File: config.mk
export PLATFORM = sky130hd
export DESIGN_NAME = pipe_stage_reg
export DESIGN_NICKNAME = d
export VERILOG_FILES = /design/src/rtl/pipe_pkg.sv /design/src/rtl/pipe_slot.sv /design/src/rtl/pipe_stage_reg.sv
export SDC_FILE = /design/constraint.sdc
export NUM_CORES = 1
export LEC_CHECK = 0
export ABC_AREA = 1
export ABC_CLOCK_PERIOD_IN_PS = 1350
export CELL_PAD_IN_SITES_DETAIL_PLACEMENT = 1
export CELL_PAD_IN_SITES_GLOBAL_PLACEMENT = 2
export CORE_MARGIN = 5
export CORE_UTILIZATION = 21
export DETAILED_ROUTE_END_ITERATION = 8
export PLACE_DENSITY = 0.76
export SLEW_MARGIN = 10
export SYNTH_ARGS = -nofsm -noshare
export SYNTH_HDL_FRONTEND = slang
export SYNTH_SLANG_ARGS = --single-unit
File: constraint.sdc
create_clock -name clk -period 1.35 [get_ports clk]
set_input_delay 0.27 -clock clk [delete_from_list [all_inputs] [get_ports clk]]
set_output_delay 0.27 -clock clk [all_outputs]
set_load 0.005 [all_outputs]
File: src/rtl/pipe_pkg.sv
// Shared definitions for pipeline stage registers: default widths, occupancy
// type, the bubble control word and the agreed ID/EX payload packing.
package pipe_pkg;

    localparam int DEFAULT_LEN_DATA = 32;
    localparam int DEFAULT_LEN_CTRL = 8;

    typedef logic [1:0] occ_t;

    // A bubble carries no control effects downstream.
    localparam logic [DEFAULT_LEN_CTRL-1:0] CTRL_BUBBLE = '0;

    // ID/EX payload packing, MSB first; every stage slices by these offsets.
    typedef struct packed {
        logic [31:0] rs1_val;
        logic [31:0] rs2_val;
        logic [31:0] imm;
        logic [4:0]  rs1;
        logic [4:0]  rs2;
        logic [4:0]  rd;
    } idex_payload_t;

    localparam int IDEX_LEN         = $bits(idex_payload_t);
    localparam int IDEX_RD_LSB      = 0;
    localparam int IDEX_RS2_LSB     = 5;
    localparam int IDEX_RS1_LSB     = 10;
    localparam int IDEX_IMM_LSB     = 15;
    localparam int IDEX_RS2_VAL_LSB = 47;
    localparam int IDEX_RS1_VAL_LSB = 79;

    function automatic occ_t occ_count(input logic m_valid, input logic s_valid);
        return occ_t'({1'b0, m_valid}) + occ_t'({1'b0, s_valid});
    endfunction

endpackage

File: src/rtl/pipe_slot.sv
// One pipeline entry: valid bit plus payload/control register. Clearing always
// returns the entry to an all-zero bubble; clear wins over load.
module pipe_slot #(
    parameter int LEN_DATA = 32,
    parameter int LEN_CTRL = 8
) (
    input  logic                clk,
    input  logic                reset_n,
    input  logic                load,
    input  logic                clear,
    input  logic [LEN_DATA-1:0] d_data,
    input  logic [LEN_CTRL-1:0] d_ctrl,
    output logic                valid,
    output logic [LEN_DATA-1:0] data,
    output logic [LEN_CTRL-1:0] ctrl
);

    logic                valid_reg;
    logic [LEN_DATA-1:0] data_reg;
    logic [LEN_CTRL-1:0] ctrl_reg;

    always_ff @(posedge clk or negedge reset_n) begin
        if (!reset_n) begin
            valid_reg <= 1'b0;
            data_reg  <= '0;
            ctrl_reg  <= '0;
        end else if (clear) begin
            valid_reg <= 1'b0;
            data_reg  <= '0;
            ctrl_reg  <= '0;
        end else if (load) begin
            valid_reg <= 1'b1;
            data_reg  <= d_data;
            ctrl_reg  <= d_ctrl;
        end
    end

    assign valid = valid_reg;
    assign data  = data_reg;
    assign ctrl  = ctrl_reg;

endmodule

File: src/rtl/pipe_stage_reg.sv
// Elastic pipeline register with valid/ready handshake, stall and flush.
// Define PIPE_STAGE_REG_SKID_EN to add a skid entry that registers in_ready.
module pipe_stage_reg
    import pipe_pkg::*;
#(
    parameter int LEN_DATA = DEFAULT_LEN_DATA,
    parameter int LEN_CTRL = DEFAULT_LEN_CTRL
) (
    input  logic                clk,
    input  logic                reset_n,
    input  logic                flush,
    input  logic                in_valid,
    output logic                in_ready,
    input  logic [LEN_DATA-1:0] in_data,
    input  logic [LEN_CTRL-1:0] in_ctrl,
    output logic                out_valid,
    input  logic                out_ready,
    output logic [LEN_DATA-1:0] out_data,
    output logic [LEN_CTRL-1:0] out_ctrl,
    output occ_t                occupancy
);

    logic                m_valid;
    logic [LEN_DATA-1:0] m_data;
    logic [LEN_CTRL-1:0] m_ctrl;
    logic                m_load;
    logic                m_clear;
    logic [LEN_DATA-1:0] m_d_data;
    logic [LEN_CTRL-1:0] m_d_ctrl;
    logic                in_xfer;
    logic                out_xfer;

    assign in_xfer  = in_valid && in_ready;
    assign out_xfer = m_valid && out_ready;

`ifdef PIPE_STAGE_REG_SKID_EN
    logic                s_valid;
    logic [LEN_DATA-1:0] s_data;
    logic [LEN_CTRL-1:0] s_ctrl;
    logic                s_load;
    logic                s_clear;

    // Depends only on slot state, so no out_ready -> in_ready path exists.
    assign in_ready = !s_valid;

    always_comb begin
        m_load   = 1'b0;
        m_clear  = 1'b0;
        s_load   = 1'b0;
        s_clear  = 1'b0;
        m_d_data = in_data;
        m_d_ctrl = in_ctrl;
        if (flush) begin
            m_clear = 1'b1;
            s_clear = 1'b1;
        end else if (s_valid && out_xfer) begin
            // in_ready is low here, so the skid beat is the only candidate.
            m_load   = 1'b1;
            m_d_data = s_data;
            m_d_ctrl = s_ctrl;
            s_clear  = 1'b1;
        end else if (in_xfer) begin
            if (!m_valid || out_xfer) begin
                m_load = 1'b1;
            end else begin
                s_load = 1'b1;
            end
        end else if (out_xfer) begin
            m_clear = 1'b1;
        end
    end

    pipe_slot #(
        .LEN_DATA (LEN_DATA),
        .LEN_CTRL (LEN_CTRL)
    ) u_slot_s (
        .clk     (clk),
        .reset_n (reset_n),
        .load    (s_load),
        .clear   (s_clear),
        .d_data  (in_data),
        .d_ctrl  (in_ctrl),
        .valid   (s_valid),
        .data    (s_data),
        .ctrl    (s_ctrl)
    );

    assign occupancy = occ_count(m_valid, s_valid);
`else
    assign in_ready = !m_valid || out_ready;

    always_comb begin
        m_d_data = in_data;
        m_d_ctrl = in_ctrl;
        m_load   = in_xfer && !flush;
        m_clear  = flush || (out_xfer && !in_xfer);
    end

    assign occupancy = {1'b0, m_valid};
`endif

    pipe_slot #(
        .LEN_DATA (LEN_DATA),
        .LEN_CTRL (LEN_CTRL)
    ) u_slot_m (
        .clk     (clk),
        .reset_n (reset_n),
        .load    (m_load),
        .clear   (m_clear),
        .d_data  (m_d_data),
        .d_ctrl  (m_d_ctrl),
        .valid   (m_valid),
        .data    (m_data),
        .ctrl    (m_ctrl)
    );

    assign out_valid = m_valid;
    assign out_data  = m_data;
    assign out_ctrl  = m_ctrl;

endmodule

# ---- Word level (Yosys, flattened, before mapping)
# Index checks and enable logic that the tools add are counted.
dict set report classes {
  reduce_logical 10
  muxes 6
}
# cell count
set ops {}
lappend ops {{two-way mux 32 bit} 2}
lappend ops {{two-way mux 8 bit} 2}
lappend ops {{logical AND 1 bit} 4}
lappend ops {{zero test 1 bit} 3}
lappend ops {{logical OR 1 bit} 2}
lappend ops {{two-way mux 1 bit} 2}
lappend ops {{nonzero test 2 bit} 1}
dict set report totals {
  out_inout_bits 44
  in_bits 45
  ff_bits 41
}

# ---- Longest topological paths before layout
# Gate-level depths: netlist of the first run.
dict set report logic_depth {
  depth_word 7
  depth_mapped 7
  depth_no_buf 6
}

# ---- Modules after synthesis
# From an unflattened synthesis of the first run, not the netlist that was laid out.
dict set report unflattened {
  hier_cells 190
  area_unflattened_um2 1720.4
}
# mod instances seq_area_each_um2 cells_per_inst area_per_inst_um2
set modules_own_cells {}
lappend modules_own_cells {pipe_slot 1 1026.0 178 1664.1}
lappend modules_own_cells {pipe_stage_reg 1 0.0 12 56.3}

# ---- Least setup slack after synthesis of the first run
# OpenSTA, ideal clock, no wires.
dict set report synth_timing {
  kind {register -> register}
  start {reg u_slot_m.valid_reg, in the netlist u_slot_m.valid}
  end {reg u_slot_m.ctrl_reg[0], in the netlist u_slot_m.ctrl[0]}
  slack_ps 332
  period_less_slack_ps 1018
  stages_incl_launch_ff 7
  path_buffers 1
  t_arrival_ps 901
  setup_time_ps 117
  path_cell_list {dfrtp_1 > nand2_4 > nand2_2 > buf_2 > nand2_1 > nand2_1 > nor2_1}
}
dict set report synth_via {
  elab_chain_cells 7
}
# item line_no
set synth_rtl {}
lappend synth_rtl {{from (decl)} pipe_slot.sv:18} ;# logic valid_reg;
lappend synth_rtl {{from (signal assigned)} pipe_slot.sv:24} ;# valid_reg <= 1'b0;
lappend synth_rtl {{from (signal assigned)} pipe_slot.sv:28} ;# valid_reg <= 1'b0;
lappend synth_rtl {{from (signal assigned)} pipe_slot.sv:32} ;# valid_reg <= 1'b1;
lappend synth_rtl {{zero test 1 bit (*)} pipe_stage_reg.sv:90} ;# assign in_ready = !m_valid || out_ready;
lappend synth_rtl {{logical OR 1 bit (*)} pipe_stage_reg.sv:90}
lappend synth_rtl {{net in_ready} pipe_stage_reg.sv:13} ;# output logic in_ready,
lappend synth_rtl {{logical AND 1 bit (*)} pipe_stage_reg.sv:33} ;# assign in_xfer = in_valid && in_ready;
lappend synth_rtl {{zero test 1 bit} pipe_stage_reg.sv:96} ;# m_clear = flush || (out_xfer && !in_xfer);
lappend synth_rtl {{logical AND 1 bit} pipe_stage_reg.sv:96}
lappend synth_rtl {{logical OR 1 bit} pipe_stage_reg.sv:96}
lappend synth_rtl {{two-way mux 8 bit / nonzero test 2 bit (equally long branches)} --}
lappend synth_rtl {{to (signal assigned)} pipe_slot.sv:34} ;# ctrl_reg <= d_ctrl;
lappend synth_rtl {{to (decl)} pipe_slot.sv:20} ;# logic [LEN_CTRL-1:0] ctrl_reg;
# The timed path passes the listed nets; every way through them passes the cells marked *.
# A chain may end at the register's enable or synchronous reset.

# ---- Worst setup path in the final report of the first run
dict set report layout_timing {
  start {reg u_slot_m.valid_reg, in the netlist u_slot_m.valid}
  end {reg u_slot_m.data_reg[1], in the netlist u_slot_m.data[1]}
}
dict set report layout_via {
  elab_chain_cells 7
}
# item line_no
set layout_rtl {}
lappend layout_rtl {{zero test 1 bit} pipe_stage_reg.sv:90}
lappend layout_rtl {{logical OR 1 bit} pipe_stage_reg.sv:90}
lappend layout_rtl {{logical AND 1 bit} pipe_stage_reg.sv:33}
lappend layout_rtl {{zero test 1 bit} pipe_stage_reg.sv:96}
lappend layout_rtl {{logical AND 1 bit} pipe_stage_reg.sv:96}
lappend layout_rtl {{logical OR 1 bit} pipe_stage_reg.sv:96}
lappend layout_rtl {{two-way mux 32 bit / nonzero test 2 bit (equally long branches)} --}
lappend layout_rtl {{to (signal assigned)} pipe_slot.sv:33} ;# data_reg <= d_data;
lappend layout_rtl {{to (decl)} pipe_slot.sv:19} ;# logic [LEN_DATA-1:0] data_reg;
# Several ways; a longest one is shown, not always the timed one.

==> results of run 1 <==
-- cell type report --
class	instances	area [µm²]
Fill cell	1084	5590
Timing Repair Buffer	106	1100
Sequential cell	41	1030
Multi-Input combinational cell	167	712
Inverter	42	158
Tap cell	108	135
Clock buffer	8	80.1
-- power by group --
group	switching (mW)	internal, mW
registers	0.0456	1.32
logic	0.336	0.396
clock network	0.406	0.368
-- worst max-delay path, stage by stage (launching register included) --
cell and delay [ns]:
dfrtp_2 0.42, buf_6 0.13, nand2_4 0.06, buf_6 0.11, nand2_8 0.10, clkbuf_16 0.22
nor2_1 0.10, nor2_1 0.05
-- metal layers --
metal | global-route usage | wire (µm) | vias up
li1 | - | - | 943
met1 | 0.118 | 2740 | 874
met2 | 0.169 | 2960 | 55
met3 | 0.0471 | 490 | 0
met4 | 0.0250 | 0 | 0
met5 | 0 | 0 | -
-- cells in the final DEF (no fill, tap or decap), types with 4 or more instances in the layout --
| master | synthesis | final |
|---|---|---|
| nor2_2 | 1 | 8 |
| clkdlybuf4s50_1 | 0 | 42 |
| buf_4 | 6 | 5 |
| nand2_2 | 1 | 7 |
| dlygate4sd2_1 | 0 | 42 |
| clkbuf_16 | 0 | 4 |
| inv_1 | 41 | 41 |
| nand2_1 | 81 | 72 |
| buf_6 | 0 | 4 |
| dfrtp_1 | 41 | 40 |
| buf_12 | 0 | 4 |
| clkbuf_8 | 0 | 5 |
| nor2_1 | 80 | 73 |
-- per-stage QoR --
step	cells	area (µm²)	TNS (ns)	total power, mW
floorplan	264	1920	0	1.65
global placement	451	2940	-8.86	2.08
detailed placement	451	2940	-10.33	2.10
CTS	466	3020	-0.0305	2.88
global route	472	3220	-0.764	3.10
finish	472	3220	0	2.87
-- kinds of logic after synthesis --
family                 after synthesis  synth area share
other                                1           0.00196
DFF                                 41             0.535
buffers and inverters               56             0.127
and+or+nand+nor                    165             0.334
AOI/OAI and AO/OA                    1           0.00261
-- how the worst min path moves through the flow --
stage,cells past startpoint,slack (ns),end
finish,3,0.49,u_slot_m.ctrl[2]
floorplan,0,-0.03,u_slot_m.ctrl[0]
detailed placement,2,0.27,u_slot_m.ctrl[2]
global placement,2,0.27,u_slot_m.ctrl[2]
CTS,3,0.49,u_slot_m.ctrl[2]
global route,3,0.52,u_slot_m.data[0]
-- what timing repair did --
| item | CTS | global route |
|---|---|---|
| pin swaps | 0 | 4 |
| cloned | 0 | 6 |
| setup buffers | 6 | 0 |
| gates resized for setup | 50 | 23 |
| hold endpoints to repair | 41 | 0 |
| endpoints found under the setup margin | 43 | 41 |
| hold buffers | 1 | 0 |
==> metrics.txt, run 1 <==
status completed; most common cell in the netlist nand2_1; Pleak 1.75 nW; Synth Instances 264; clk_lat worst skew 0.28 ns; hpwl dp 3880 µm; Worst R2R Setup Slack 0.04 ns; Reg-to-Reg Start u_slot_m.valid; reg2reg end u_slot_m.data[1]; dpl ws -0.297 ns; syn_nets 309; WP data arrival 1.49 ns; I/O pins 89; ys flop type dfrtp_1; H-Tree Depth 2; synthesized flop and latch total 41; cell type with the largest total area after synthesis dfrtp_1; synth unique cells 13; routed via count 1872; Tcrit/Tclk final 0.967; largest net degree at the start of global routing 42; number of synthesized flops with an enable pin 0; DIE WIDTH 106 µm; routed length per instance 13.1 µm; row count 34; CP startpoint kind flop; first-pass GRT wire length 9230 µm; clock tree buffer depth 2; CP Class reg2reg; Final ANT Viol Nets 0; endpoints failing hold 0; clk slew on worst S/H paths 0.08 ns; Hold Path Class in2async; Core Box Area 8810 µm²; vias in the first global route 1970; power density over the cells 893 nW/µm²; max-cap check violation count 0; Max VDD drop 0.369 mV; Crit. Startpoint u_slot_m.valid; crit path capture type flop; TritonCTS Sinks 41; total global-route track usage 0.101; Synth area leaders dfrtp_1, nand2_1, nor2_1, inv_1, buf_4; Seq/Total Area, Yosys 0.535; final setup fails 0; final wirelength 6190 µm; mean cell area of the mapped netlist 7.26 µm²; Setup WS post-layout 0.0448 ns; fmax 766 MHz; Async S/R FF share, synth 1.00; Clk Tree Root Cell clkbuf_8; Fin Hold WS 0.492 ns; worst clock skew 0.00386 ns; CTS tree built; final RePlAce weighted congestion 0.705; Yosys top cell area share 0.535; Buffers on Ports 87; count of yosys warnings during synthesis 0; crit path time final 1.31 ns; fin util 0.365; DRT iter0 DRCs 20; Initial Util 0.218; commonest cells in the synthesized netlist nand2_1, nor2_1, dfrtp_1, inv_1, buf_2; die area 11100 µm²; max reg flops 32; Syn-to-layout area delta 67.8%; CTS buffer count 5; DRC Markers 0; GR Overflow Total 0; Nets 408; critical path peak fanout 20; Final Max Slew Viols 0; crit path to u_slot_m.data[1]; routed vias/inst 3.97; RSZ-0062 raised after global routing true; first drt pass iteration count 3; Ant. Diodes 0; R2R depth 7; CP Data Required Time 1.53 ns; Die Y 106 µm; initial antenna violation count 0; share of cells above drive strength 1 0.132; Cell Area, Synth 1920 µm²
Power figures use the tool's default switching activity.
==> run 2: changes to the inputs <==
--- a/config.mk
+++ b/config.mk
@@ -13,6 +13,7 @@
 export CORE_UTILIZATION = 21
 export DETAILED_ROUTE_END_ITERATION = 8
 export PLACE_DENSITY = 0.76
+export SETUP_SLACK_MARGIN = 0.02
 export SLEW_MARGIN = 10
 export SYNTH_ARGS = -nofsm -noshare
 export SYNTH_HDL_FRONTEND = slang
==> run 2 against run 1 <==
Effect of this change:
- global-route usage unchanged
- highest routed layer unchanged
- total power increased by 5.5%
- register-to-register slack lost 0.02 ns
- non-clock buffer count grew 7
- die area unchanged
- combinational power up 19%
- core utilization rose by 3.2 points
- critical endpoint is now u_slot_m.data[13]
- sequential power about the same
- clock skew grew 0.0028 ns
- maximum frequency shrank 1.4%
- critical path type is now in2reg
- largest cell class unchanged
- final area grew 8.8%
- first-iteration DRC count unchanged
==> metrics.txt, run 2 (synthesis results as in run 1) <==
largest net degree at the start of global routing 42 (unchanged); CP startpoint kind primary input; critical path peak fanout 8 (-60%); worst clock skew 0.00664 ns (+0.00278 ns); routed length per instance 14.4 µm (+9.9%); WL met2 3280 µm (+11%); DRC Markers 0 (unchanged); M1 WL 3160 µm (+15%); total global-route track usage 0.101 (unchanged); row count 34 (unchanged); endpoints failing hold 0 (unchanged); Die Y 106 µm (unchanged); power density over the cells 866 nW/µm² (-3.0%); met3 wire len 479 µm (-2.2%); Final Max Slew Viols 0 (unchanged); combinational power share 0.287 (+0.032); share of cells above drive strength 1 0.250 (+0.118); Max VDD drop 0.381 mV (+3.3%); crit path to u_slot_m.data[13]; register share of total power 0.451 (-0.024); CP Data Required Time 1.57 ns (+0.04 ns); final setup fails 0 (unchanged); die area 11100 µm² (unchanged); fmax 755 MHz (-1.4%); clk slew on worst S/H paths 0.08 ns (about the same); I/O pins 89 (unchanged); Ant. Diodes 0 (unchanged); hpwl dp 3880 µm (unchanged); most common cell after layout, fill and taps aside nor2_1; Tcrit/Tclk final 0.981 (+0.0140); Buffers on Ports 87 (unchanged); H-Tree Depth 2 (unchanged); Clk pwr share 0.262 (-0.008); Highest Signal Layer met3; routed vias/inst 4.06 (+2.4%); Clk Tree Root Cell clkbuf_8; Hold Path Class in2reg; RSZ-0062 raised after global routing true; Worst R2R Setup Slack 0.03 ns (-0.02 ns); routed via count 1950 (+4.2%); reg2reg end u_slot_m.data[13]; max reg flops 32 (unchanged); P_int 2.15 mW (+3.3%); Initial Util 0.218 (unchanged); Nets 416 (+2.0%); Core Box Area 8810 µm² (unchanged); CTS tree built; GR Overflow Total 0 (unchanged); R2R depth 8 (+1); status completed; final wirelength 6920 µm (+12%); TritonCTS Sinks 41 (unchanged); CP Class in2reg; Syn-to-layout area delta 82.6%; Crit. Startpoint out_ready; max-cap check violation count 0 (unchanged); sw frac 0.290 (+0.0155); Pleak 1.84 nW (+4.8%); crit path capture type flop; total power 3.03 mW (+5.5%); most frequent cells in the layout nor2_1, nand2_1, clkdlybuf4s50_1; Final ANT Viol Nets 0 (unchanged); first-pass GRT wire length 9230 µm (unchanged); WP data arrival 1.55 ns (+0.06 ns); DIE WIDTH 106 µm (unchanged); CTS buffer count 5 (unchanged); initial antenna violation count 0 (unchanged); vias in the first global route 1970 (unchanged); Reg-to-Reg Start u_slot_m.valid; DRT iter0 DRCs 20 (unchanged); P_sw 879 µW (+12%); crit path time final 1.32 ns (+0.0189 ns); clock tree buffer depth 2 (unchanged); final RePlAce weighted congestion 0.705 (unchanged); first drt pass iteration count 2 (-1); Fin Hold WS 0.458 ns (-0.0337 ns); clk_lat worst skew 0.29 ns (about the same)
==> run 2: cell count changes in the layout (fill, tap and decap cells not counted), moves of 2 or more <==
cell and delta:
dlygate4sd2_1 -2, nand2_1 -30, buf_6 +3, nand2_2 +22
clkbuf_16 +2, buf_4 +2, nand2_4 +8, nor2_1 -6
nor2_4 +5
==> run 2: timing repair <==
item,4_1_cts,5_1_grt
hold buffers,1,0
hold endpoints to repair,41,0
endpoints found under the setup margin,43,42
cloned,0,13
pin swaps,0,17
gates resized for setup,49,76
buffers inserted,6,1
==> run 2: area by class of cell <==
type	count	area (µm²)
flip-flops and latches	41	1030
fillers	1080	5310
multi-input cells	168	887
well taps	108	135
clock buffers	8	80.1
inverters	42	158
repair buffers	113	1210
==> run 2: worst max-delay path: stages <==
cell and delay (ns):
clkdlybuf4s50_1 0.50, inv_2 0.06, nand2_4 0.07, buf_8 0.13
nand2_8 0.11, clkbuf_16 0.21, nand2_4 0.05, nand2_2 0.04
nor2_1 0.09
==> run 2: worst min-delay path by stage <==
stage / startpoint / endpoint / cells past startpoint
2_1_floorplan: reset_n / u_slot_m.ctrl[0] / 0
3_3_place_gp: reset_n / u_slot_m.ctrl[2] / 2
3_5_place_dp: reset_n / u_slot_m.ctrl[2] / 2
4_1_cts: reset_n / u_slot_m.ctrl[2] / 3
5_1_grt: in_valid / u_slot_m.valid / 3
6_report: in_valid / u_slot_m.valid / 3
==> run 2: layer usage <==
metal,global-route usage,vias up
met4,0.0250,0
met5,0,-
met3,0.0471,0
met2,0.169,55
met1,0.118,931
li1,-,964
==> run 2: power groups by stage <==
stage               combinational, mW  clock [mW]  sequential, mW
finish                          0.871       0.793            1.37
global route                    0.960       0.899            1.38
CTS                             0.661       0.850            1.37
global placement                0.682           0            1.40
floorplan                       0.251           0            1.40
detailed placement              0.698           0            1.40
==> run 2: per-stage QoR <==
step | instances | instance area [µm²] | TNS, ns | setup slack (ns) | utilization
floorplan | 264 | 1920 | 0 | 0.332 | -
global placement | 451 | 2940 | -8.86 | -0.269 | 0.334
detailed placement | 451 | 2940 | -10.33 | -0.297 | 0.334
CTS | 466 | 3020 | -0.0305 | -0.0305 | 0.343
global route | 480 | 3500 | -0.896 | -0.0573 | 0.397
finish | 480 | 3500 | 0 | 0.0259 | 0.397
